$ cat src/rtl/seq_cla_subtractor_if.sv
// seq_cla_subtractor_if: start/busy/done handshake and result bus of the sequential subtractor
interface seq_cla_subtractor_if #(parameter int WIDTH = 32);
  logic             start;
  logic [WIDTH-1:0] a;
  logic [WIDTH-1:0] b;
  logic             busy;
  logic             done;
  logic [WIDTH-1:0] diff;
  logic             borrow;
  logic             zero;
  logic             negative;
  logic             overflow;
  modport master (output start, a, b, input busy, done, diff, borrow, zero, negative, overflow);
  modport slave  (input start, a, b, output busy, done, diff, borrow, zero, negative, overflow);
endinterface

$ cat src/rtl/seq_cla_subtractor.sv
// seq_cla_subtractor: a - b as a + ~b + 1, one SLICE-bit lookahead slice per clock, LSB slice first
module seq_cla_subtractor #(
  parameter int WIDTH = 32,
  parameter int SLICE = 4
) (
  input logic                 clk,
  input logic                 rst_n,
  seq_cla_subtractor_if.slave bus
);
  localparam int N  = WIDTH / SLICE;
  localparam int IW = (N > 1) ? $clog2(N) : 1;
  typedef enum logic [1:0] {IDLE, RUN, DONE} state_t;
  state_t           r_state;
  logic [IW-1:0]    r_idx;
  logic             r_carry;
  logic [WIDTH-1:0] r_op_a, r_op_b, r_work, r_diff;
  logic             r_busy, r_done, r_borrow, r_zero, r_negative, r_overflow;
  logic [SLICE-1:0] w_sa, w_sb, w_g, w_p, w_sum;
  logic [SLICE:0]   w_c;
  logic             w_t, w_cout, w_last;
  logic [WIDTH-1:0] w_next;
  assign w_sa   = r_op_a[int'(r_idx)*SLICE +: SLICE];
  assign w_sb   = r_op_b[int'(r_idx)*SLICE +: SLICE];
  assign w_g    = w_sa & w_sb;
  assign w_p    = w_sa ^ w_sb;
  assign w_sum  = w_p ^ w_c[SLICE-1:0];
  assign w_cout = w_c[SLICE];
  assign w_last = r_idx == IW'(N-1);
  // Each carry is a flat sum of generate terms gated by the propagates above them, no ripple.
  always_comb begin
    w_c    = '0;
    w_t    = 1'b0;
    w_c[0] = r_carry;
    for (int i = 1; i <= SLICE; i++) begin
      w_t = r_carry;
      for (int j = 0; j < i; j++) w_t = w_t & w_p[j];
      w_c[i] = w_t;
      for (int j = 0; j < i; j++) begin
        w_t = w_g[j];
        for (int k = j + 1; k < i; k++) w_t = w_t & w_p[k];
        w_c[i] = w_c[i] | w_t;
      end
    end
  end
  always_comb begin
    w_next = r_work;
    w_next[int'(r_idx)*SLICE +: SLICE] = w_sum;
  end
  always_ff @(posedge clk or negedge rst_n) begin
    if (!rst_n) begin
      r_state    <= IDLE;
      r_idx      <= '0;
      r_carry    <= 1'b0;
      r_op_a     <= '0;
      r_op_b     <= '0;
      r_work     <= '0;
      r_diff     <= '0;
      r_busy     <= 1'b0;
      r_done     <= 1'b0;
      r_borrow   <= 1'b0;
      r_zero     <= 1'b0;
      r_negative <= 1'b0;
      r_overflow <= 1'b0;
    end else if (r_state == IDLE) begin
      if (bus.start) begin
        r_op_a  <= bus.a;
        r_op_b  <= ~bus.b;
        r_carry <= 1'b1;
        r_idx   <= '0;
        r_state <= RUN;
        r_busy  <= 1'b1;
      end
    end else if (r_state == RUN) begin
      r_work  <= w_next;
      r_carry <= w_cout;
      r_idx   <= w_last ? '0 : r_idx + 1'b1;
      if (w_last) begin
        r_state    <= DONE;
        r_busy     <= 1'b0;
        r_done     <= 1'b1;
        r_diff     <= w_next;
        r_borrow   <= ~w_cout;
        r_zero     <= w_next == '0;
        r_negative <= w_next[WIDTH-1];
        r_overflow <= (r_op_a[WIDTH-1] != ~r_op_b[WIDTH-1]) && (w_next[WIDTH-1] != r_op_a[WIDTH-1]);
      end
    end else begin
      r_state <= IDLE;
      r_done  <= 1'b0;
    end
  end
  assign bus.busy     = r_busy;
  assign bus.done     = r_done;
  assign bus.diff     = r_diff;
  assign bus.borrow   = r_borrow;
  assign bus.zero     = r_zero;
  assign bus.negative = r_negative;
  assign bus.overflow = r_overflow;
endmodule
$ cat src/flat_wrapper.sv
// flat-port wrapper written by rule: the top's interface ports become plain ports
module seq_cla_subtractor_flat 
#(
  parameter int WIDTH = 32,
  parameter int SLICE = 4
)
  (clk, rst_n, bus_start, bus_a, bus_b, bus_busy, bus_done, bus_diff, bus_borrow, bus_zero, bus_negative, bus_overflow);
  seq_cla_subtractor_if #(.WIDTH(WIDTH)) bus_i ();
  input logic clk;
  input logic rst_n;
  input wire logic [$bits(bus_i.start)-1:0] bus_start;
  input wire logic [$bits(bus_i.a)-1:0] bus_a;
  input wire logic [$bits(bus_i.b)-1:0] bus_b;
  output wire logic [$bits(bus_i.busy)-1:0] bus_busy;
  output wire logic [$bits(bus_i.done)-1:0] bus_done;
  output wire logic [$bits(bus_i.diff)-1:0] bus_diff;
  output wire logic [$bits(bus_i.borrow)-1:0] bus_borrow;
  output wire logic [$bits(bus_i.zero)-1:0] bus_zero;
  output wire logic [$bits(bus_i.negative)-1:0] bus_negative;
  output wire logic [$bits(bus_i.overflow)-1:0] bus_overflow;
  assign bus_i.start = bus_start;
  assign bus_i.a = bus_a;
  assign bus_i.b = bus_b;
  assign bus_busy = bus_i.busy;
  assign bus_done = bus_i.done;
  assign bus_diff = bus_i.diff;
  assign bus_borrow = bus_i.borrow;
  assign bus_zero = bus_i.zero;
  assign bus_negative = bus_i.negative;
  assign bus_overflow = bus_i.overflow;
  seq_cla_subtractor #(.WIDTH(WIDTH), .SLICE(SLICE)) u_core (.clk(clk), .rst_n(rst_n), .bus(bus_i));
endmodule
$ cat config.mk
export PLATFORM = sky130hd
export DESIGN_NAME = seq_cla_subtractor_flat
export DESIGN_NICKNAME = d
export VERILOG_FILES = /design/src/rtl/seq_cla_subtractor_if.sv /design/src/rtl/seq_cla_subtractor.sv /design/src/flat_wrapper.sv
export SDC_FILE = /design/constraint.sdc
export NUM_CORES = 1
export LEC_CHECK = 0
export BUFFER_PORTS_ARGS = -buffer_cell sky130_fd_sc_hd__buf_2
export CELL_PAD_IN_SITES_DETAIL_PLACEMENT = 2
export CELL_PAD_IN_SITES_GLOBAL_PLACEMENT = 2
export CORE_MARGIN = 8
export CORE_UTILIZATION = 40
export CTS_CLUSTER_DIAMETER = 60
export DETAILED_ROUTE_END_ITERATION = 7
export PLACE_DENSITY_LB_ADDON = 0.1
export SLEW_MARGIN = 5
export SYNTH_ARGS = -nofsm -noshare
export SYNTH_HDL_FRONTEND = slang
export SYNTH_SLANG_ARGS = --single-unit
$ cat constraint.sdc
create_clock -name clk -period 9.39 [get_ports clk]
set_input_delay 0.939 -clock clk [delete_from_list [all_inputs] [get_ports clk]]
set_output_delay 0.939 -clock clk [all_outputs]
set_load 0.01 [all_outputs]
Yosys cells after proc, flatten, opt, wreduce, memory -nomap -nowiden:

Cells that the tools add are included.

* register bits: 140
* input port bits: 67
* word-level logic and storage cells: 82

* add/sub/neg operators: 2
* equal/unequal tests: 7
* shift operators: 4
* multiplexer cells: 17
* bitwise gates (word level): 27
* reduce and logical (&&, ||, !) cells: 12

Operator list (number)
* indexed part select 32 x 6 -> 4 bit: 2
* negation 5 -> 33 bit: 1
* variable shift 4 x 33 -> 32 bit, first input constant: 1
* indexed part select 4 x 33 -> 32 bit: 1
* bitwise mux 32 bit: 1
* logical NOT 32 bit: 1
* inverter 32 bit: 1
* 2-to-1 mux 3 bit: 4
* bitwise AND 1 bit: 10
* bitwise OR 1 bit: 10
* AND reduction 2 bit: 5
* 2-to-1 mux 1 bit: 8
* 2-to-1 mux 2 bit: 4
* bitwise XOR 4 bit: 2
* AND reduction 3 bit: 2
* bitwise AND 4 bit: 1
* nonzero test 2 bit: 2
* adder 3 x 1 -> 3 bit, second input constant: 1
* equality test 3 bit, second input constant: 1
* != test 3 x 1 -> 1 bit, second input constant: 1
* inverter 1 bit: 3
* equality test 2 x 1 -> 1 bit, second input constant: 1
* logical NOT 2 bit: 1
* != test 1 bit: 2
* other kinds (3): 3

Logic depth before layout (Yosys ltp):

Gate-level depths: netlist of the first run.

* depth after elaboration: 13
* mapped depth: 14
* depth with buffers taken out: 11

Least setup slack after synthesis of the first run:

No wires, ideal clock.

* kind: reg2reg
* start point: reg u_core.r_idx[0]
* end point: reg u_core.r_work[19]
* arrival: 3.125 ns
* data required time: 9.262 ns
* slack: 6.137 ns
* stages on the path, launching flop included: 14
* path through: dfrtp_1 buf_4 buf_6 mux4_2 nand2_1 and2_1 inv_1 ha_1 ha_1 o211a_1 or3_1 and2_1 clkbuf_1 mux2_1

* word-level cells in the longest chain between the ends: 11
* elaborated cells on any way between the ends: 21
* classes of those cells: 1 x add/sub; 4 x shift; 1 x mux; 15 x bitwise

Ends and longest elaborated chain
* from (decl): line seq_cla_subtractor.sv:14 `logic [IW-1:0] r_idx;`
* from (signal assigned): line seq_cla_subtractor.sv:76 `r_idx <= w_last ? '0 : r_idx + 1'b1;`
* indexed part select 32 x 6 -> 4 bit, on equally long branches: line seq_cla_subtractor.sv:22, seq_cla_subtractor.sv:23
* bitwise XOR 4 bit: line seq_cla_subtractor.sv:25 `assign w_p = w_sa ^ w_sb;`
* bitwise AND 1 bit (3 in series): line seq_cla_subtractor.sv:36 `for (int j = 0; j < i; j++) w_t = w_t & w_p[j];`
* bitwise OR 1 bit (3 in series): line seq_cla_subtractor.sv:41 `w_c[i] = w_c[i] | w_t;`
* bitwise XOR 4 bit: line seq_cla_subtractor.sv:26 `assign w_sum = w_p ^ w_c[SLICE-1:0];`
* indexed part select 4 x 33 -> 32 bit: line seq_cla_subtractor.sv:47 `w_next[int'(r_idx)*SLICE +: SLICE] = w_sum;`
* bitwise mux 32 bit (*): line seq_cla_subtractor.sv:47
* to (signal assigned): line seq_cla_subtractor.sv:74 `r_work <= w_next;`
* to (decl): line seq_cla_subtractor.sv:16 `logic [WIDTH-1:0] r_op_a, r_op_b, r_work, r_diff;`

Every way passes the cells marked *; elsewhere a longest branch is shown, timed or not.
A chain may end at the register's enable or synchronous reset.

Worst setup path in the final report of the first run:

* start point: reg u_core.r_idx[0]
* end point: reg u_core.r_zero (netlist: u_core.bus.zero)

* word-level cells in the longest chain between the ends: 12
* elaborated cells on any way between the ends: 24
* classes of those cells: 1 x add/sub; 1 x eq/ne; 4 x shift; 1 x mux; 15 x bitwise; 2 x reduce/logical

Ends and longest elaborated chain
* indexed part select 32 x 6 -> 4 bit, on equally long branches: line seq_cla_subtractor.sv:22, seq_cla_subtractor.sv:23
* bitwise XOR 4 bit: line seq_cla_subtractor.sv:25
* bitwise AND 1 bit (3 in series): line seq_cla_subtractor.sv:36
* bitwise OR 1 bit (3 in series): line seq_cla_subtractor.sv:41
* bitwise XOR 4 bit: line seq_cla_subtractor.sv:26
* indexed part select 4 x 33 -> 32 bit: line seq_cla_subtractor.sv:47
* bitwise mux 32 bit: line seq_cla_subtractor.sv:47
* logical NOT 32 bit: line seq_cla_subtractor.sv:83 `r_zero <= w_next == '0;`
* to (signal assigned): line seq_cla_subtractor.sv:61 `r_zero <= 1'b0;`
* to (signal assigned): line seq_cla_subtractor.sv:83
* to (decl): line seq_cla_subtractor.sv:17 `logic r_busy, r_done, r_borrow, r_zero, r_negative, r_overflow;`

Several ways; a longest one is shown, not always the timed one.

==> results of run 1 <==
[stage by stage]
step | area, sq um | std cells | hold WS, ns | worst slack [ns] | util
6_report | 7970 | 926 | 0.468 | 5.30 | 0.482
5_1_grt | 7970 | 926 | 0.501 | 4.97 | 0.482
4_1_cts | 7970 | 926 | 0.478 | 5.27 | 0.482
3_5_place_dp | 7370 | 894 | 0.462 | 5.33 | 0.446
3_3_place_gp | 7370 | 894 | 0.455 | 5.51 | 0.446
2_1_floorplan | 6720 | 603 | 0.450 | 6.14 | -
[logic make-up after synthesis]
kind of cell	count (synthesis)
compound gates	127
flops	139
buf+inv	51
fa+ha+maj	10
mux	90
simple gates	181
xor+xnor	5
[final cells by class]
class,count,area share
well taps,220,0.0345
multi-input cells,413,0.375
clock buffers,20,0.0585
flip-flops and latches,139,0.436
clock inverters,12,0.0173
repair buffers,111,0.0727
inverters,11,0.00518
[path summary, 6_finish.rpt]
kind	depth (start not counted)	slack, ns	to	startpoint
hold reg to reg	2	0.47	u_core.bus.diff[5]	u_core.bus.diff[5]
setup reg to reg	9	5.30	u_core.bus.zero	u_core.r_idx[0]
setup / recovery	9	5.30	u_core.bus.zero	u_core.r_idx[0]
hold / removal	2	0.47	u_core.bus.diff[5]	u_core.bus.diff[5]
max in group asynchronous	2	7.45	u_core.r_op_b[1]	rst_n
min in group asynchronous	1	0.52	u_core.bus.diff[5]	rst_n
[flip-flops by register name, indices dropped and copies added (netlist names)]
name / cells
u_core.r_op_b: 32
u_core.bus.done: 1
u_core.bus.overflow: 1
u_core.r_op_a: 32
u_core.bus.borrow: 1
u_core.bus.zero: 1
u_core.r_state: 2
u_core.r_idx: 3
u_core.r_carry: 1
u_core.bus.diff: 32
u_core.bus.busy: 1
u_core.r_work: 32
[layer usage]
layer | wire length, um | global-route usage
met2 | 10900 | 0.358
met1 | 8110 | 0.219
met5 | 0 | 0
met3 | 661 | 0.0442
met4 | 476 | 0.0791
[layout by cell type (no fill, tap or decap), types with 10 or more instances in the layout]
cell type	instances
a21oi_1	41
buf_2	103
clkbuf_16	17
dfrtp_1	138
inv_1	10
mux2_2	41
mux2i_1	25
mux4_2	16
nand2_1	82
nor2_1	49
o21ai_0	43
[critical path, cell delays in order, from the launching register on]
cell and delay [ns]:
dfrtp_2 0.92, inv_1 0.22, ha_1 0.27, ha_1 0.84, nor4bb_1 0.42, buf_4 0.23, mux2_4 0.33, a2111oi_4 0.33
o2111ai_1 0.18, o31ai_2 0.23
==> impl_metrics.json, run 1 <==
{
  "hold_path.class": "flop to flop",
  "finalCritPeriodShare": 0.436,
  "io_pins": 105,
  "antenna_left": 0,
  "postSynthCellCount": 603,
  "die_h_um": 146,
  "ctsHoldBuffers": 0,
  "grt-ovfl-total": 0,
  "critPathArrivalTime_ns": 4.43,
  "critPathKind": "flop to flop",
  "cts_resized": 0,
  "synthArstFlopShare": 1.00,
  "crit_required_ns": 9.73,
  "relSlewSlack": 0.304,
  "skew_ns": 0.0122,
  "clk_pin_slew_ns": 0.06,
  "synth_ff_type": "dfrtp_1",
  "synthMuxAreaShare": 0.175,
  "yosys.area_share.simple": 0.130,
  "grt_pass1_wl_mm": 32.6,
  "fmax_mhz": 244,
  "ys_ff_latch": 139,
  "cts_tree": "done",
  "via_count": 5032,
  "start_kind": "flop",
  "area_delta_synth_final_pct": 18.7,
  "clockRootBuffer": "clkbuf_16",
  "track_usage": 0.197,
  "syn-num-nets": 680,
  "cts_buffers": 17,
  "drt_iter0_drc": 186,
  "synth_compound_gate_area_share": 0.114,
  "diodes": 0,
  "end_kind": "flop",
  "cts.path.max_buffers": 2,
  "drc": 0,
  "synth_xor_area_frac": 0.00652,
  "hold_violations": 0,
  "grt_max_degree": 101,
  "die_area_sq_mm": 0.0212,
  "synth_area_sq_mm": 0.00672,
  "status": "completed",
  "start_util": 0.407,
  "grt_pass1_vias": 5905,
  "grt_antenna_before_repair": 0,
  "yosys-top-cells-count": "139 x dfrtp_1, 82 x nand2_1, 49 x nor2_1",
  "clk_latency_ns": 0.43,
  "synthDistinctLibCells": 69,
  "coreArea_sq_mm": 0.0165,
  "fillCellCount": 1697,
  "finalSetupTns_ns": 0,
  "die_w_um": 146,
  "min_period_ns": 4.09,
  "rsz0062_at_grt": "no",
  "synth_top_family_by_area": "multiplexers",
  "critPathMaxFanout": 31,
  "nNetsFinal": 770,
  "multi_input_area_sq_mm": 0.00299,
  "place_congestion": 0.825,
  "wl_per_cell_um": 21.8,
  "yosysMostFrequentCell": "dfrtp_1",
  "cts_setup_buffers": 0,
  "wirelength_mm": 20.2,
  "dp_hpwl_mm": 13.9,
  "report.final.slew_viol_count": 0,
  "firstDrtPassIters": 4,
  "vias_per_cell": 5.43,
  "synth_adder_area_share": 0.0197,
  "synth-edff-count": 0,
  "yosysWarningCount": 0,
  "yosys.area.top_type": "dfrtp_1",
  "regArea_sq_mm": 0.00348,
  "port_buffers": 104,
  "syn_avg_cell_area_sq_um": 11.1,
  "fp-row-count": 47,
  "seq_area_frac_synth": 0.518,
  "worst_pin_slew_ns": 1.04,
  "h-tree-depth": 4,
  "synth_top_area_share": 0.518,
  "final-setup-viol-count": 0,
  "drive_gt1_frac": 0.314,
  "maxCapViolations": 0,
  "yosys-top-cells-area": "dfrtp_1 52%, mux2_2 6.9%, mux4_2 5.4%, nand2_1 4.6%, mux2i_1 3.7%",
  "clock-sinks": 139
}
Power of run 1 is not shown: default switching activity piles up to over one toggle a cycle in this logic, so the estimate is an artifact.
==> run 2, diff against run 1 <==
CORE_UTILIZATION = 37   (was 40)
clock period = 3.9 ns   (was 9.39 ns; I/O delays follow)
==> impl_metrics.json, run 2 (synthesized netlist as in run 1, its figures left out) <==
{
  "track_usage": 0.187,
  "crit_required_ns": 4.21,
  "wirelength_mm": 19.9,
  "cts_resized": 0,
  "worst-r2r-cell-count": 10,
  "worst_pin_slew_ns": 0.909,
  "r2r_setup_slack_ns": 0.25,
  "seqPwrFrac": 0.283,
  "grt_use_met2": 0.328,
  "grt.busiest_layer": "met2",
  "final_common_cell": "dfrtp_1",
  "finalSetupTns_ns": 0,
  "critPathArrivalTime_ns": 3.96,
  "h-tree-depth": 4,
  "antenna_left": 0,
  "power.leakage_nw": 3.73,
  "slowest_delay_ns": 0.71,
  "use_met3": 0.0400,
  "critPathMaxFanout": 15,
  "fin_util": 0.451,
  "diodes": 0,
  "clk_latency_ns": 0.43,
  "netSwitchingFraction": 0.446,
  "cts_setup_buffers": 0,
  "min_period_ns": 3.65,
  "clock-sinks": 139,
  "power_density_mw_per_mm2": 1140,
  "clockPowerShare": 0.182,
  "r2r-end": "u_core.r_work[19]",
  "grt.met1_usage": 0.225,
  "place_congestion": 0.823,
  "vias_per_cell": 5.32,
  "die_h_um": 151,
  "end_kind": "flop",
  "port_buffers": 104,
  "comb_power_share": 0.535,
  "p_int_mw": 5.11,
  "p_switching_mw": 4.11,
  "report.final.slew_viol_count": 0,
  "drc": 0,
  "dp_hpwl_mm": 14.2,
  "status": "completed",
  "clk_pin_slew_ns": 0.06,
  "die_w_um": 151,
  "start_kind": "flop",
  "place_area_sq_mm": 0.00747,
  "die_area_sq_mm": 0.0227,
  "final-setup-viol-count": 0,
  "finalCritPeriodShare": 0.936,
  "start_util": 0.375,
  "worstSetupStartpoint": "u_core.r_idx[0]",
  "firstDrtPassIters": 5,
  "final_cell_mix": "138 x dfrtp_1, 103 x buf_2, 82 x nand2_1",
  "wl_per_cell_um": 21.0,
  "hold_path.class": "primary input to asynchronous set/reset pin",
  "skew_ns": 0.0163,
  "hold_violations": 0,
  "coreArea_sq_mm": 0.0179,
  "ctsHoldBuffers": 0,
  "grt_pass1_vias": 5860,
  "fp-row-count": 49,
  "grt_max_degree": 95,
  "cp-endpoint": "u_core.r_work[19]",
  "nNetsFinal": 781,
  "grt-ovfl-total": 0,
  "crit_path_top_delay_cell": "dfrtp_2",
  "relSlewSlack": 0.394,
  "area_delta_synth_final_pct": 20.3,
  "grt_antenna_before_repair": 0,
  "drt_iter0_drc": 210,
  "reg2reg_from": "u_core.r_idx[0]",
  "cts_buffers": 17,
  "grt_pass1_wl_mm": 32.7,
  "rsz0062_at_grt": "no",
  "drive_gt1_frac": 0.325,
  "ir_drop_mv": 0.759,
  "clockRootBuffer": "clkbuf_16",
  "fmax_mhz": 274,
  "io_pins": 105,
  "path_cells": "mux4_2 > nand2_1 > and2_1 > inv_1 > ha_1 > ha_1 > o211a_1 > or3_1 > and2_1 > mux2_1",
  "maxCapViolations": 0,
  "via_count": 5034,
  "cts_tree": "done",
  "cts.path.max_buffers": 2,
  "stdcell_area_sq_mm": 0.00808,
  "critPathKind": "flop to flop"
}
-- run 2: per-stage QoR --
| step | cells | hold WS, ns | power [mW] | setup slack, ns |
|---|---|---|---|---|
| CTS | 946 | 0.0990 | 9.38 | 0.179 |
| global route | 946 | 0.114 | 9.92 | 0.0425 |
| global placement | 914 | 0.454 | 7.42 | 0.305 |
| detailed placement | 914 | 0.466 | 7.64 | 0.200 |
| finish | 946 | 0.0545 | 9.22 | 0.249 |
| floorplan | 603 | 0.0944 | 5.72 | 0.647 |
-- run 2: layout make-up --
type,count,area (sq um)
repair buffers,122,674
flip-flops and latches,139,3480
fillers,1894,9820
inverters,11,41.3
clock inverters,10,113
multi-input cells,413,2990
clock buffers,22,494
well taps,229,287
-- run 2: layer usage --
layer | routed length (um) | part of all wire
met5 | 0 | 0
met4 | 272 | 0.014
met3 | 714 | 0.036
met2 | 10400 | 0.53
met1 | 8430 | 0.42
-- run 2: how the worst min path moves through the flow --
| stage | endpoint | from |
|---|---|---|
| 6_report | u_core.bus.diff[2] | rst_n |
| 5_1_grt | u_core.r_op_b[30] | bus_b[30] |
| 4_1_cts | u_core.bus.diff[30] | rst_n |
| 3_5_place_dp | u_core.bus.busy | u_core.bus.busy |
| 3_3_place_gp | u_core.bus.borrow | u_core.bus.borrow |
| 2_1_floorplan | u_core.bus.borrow | rst_n |
-- run 2: worst max-delay path: cells and delay by family, from the launching register on --
family	cells	cell delay, ns
buffers and inverters	1	0.06
DFF	1	0.71
AOI/OAI and AO/OA	1	0.22
and+or+nand+nor	4	1.05
muxes	2	0.99
adders and majority gates	2	0.49
-- run 2: power by group through the flow --
stage | registers, mW | logic, mW | clock network, mW
5_1_grt | 2.71 | 5.43 | 1.78
3_3_place_gp | 2.59 | 4.82 | 0
4_1_cts | 2.63 | 5.03 | 1.71
3_5_place_dp | 2.64 | 5.00 | 0
6_report | 2.61 | 4.93 | 1.67
2_1_floorplan | 2.49 | 3.23 | 0
Note: power is estimated with default switching activity, not from simulation.
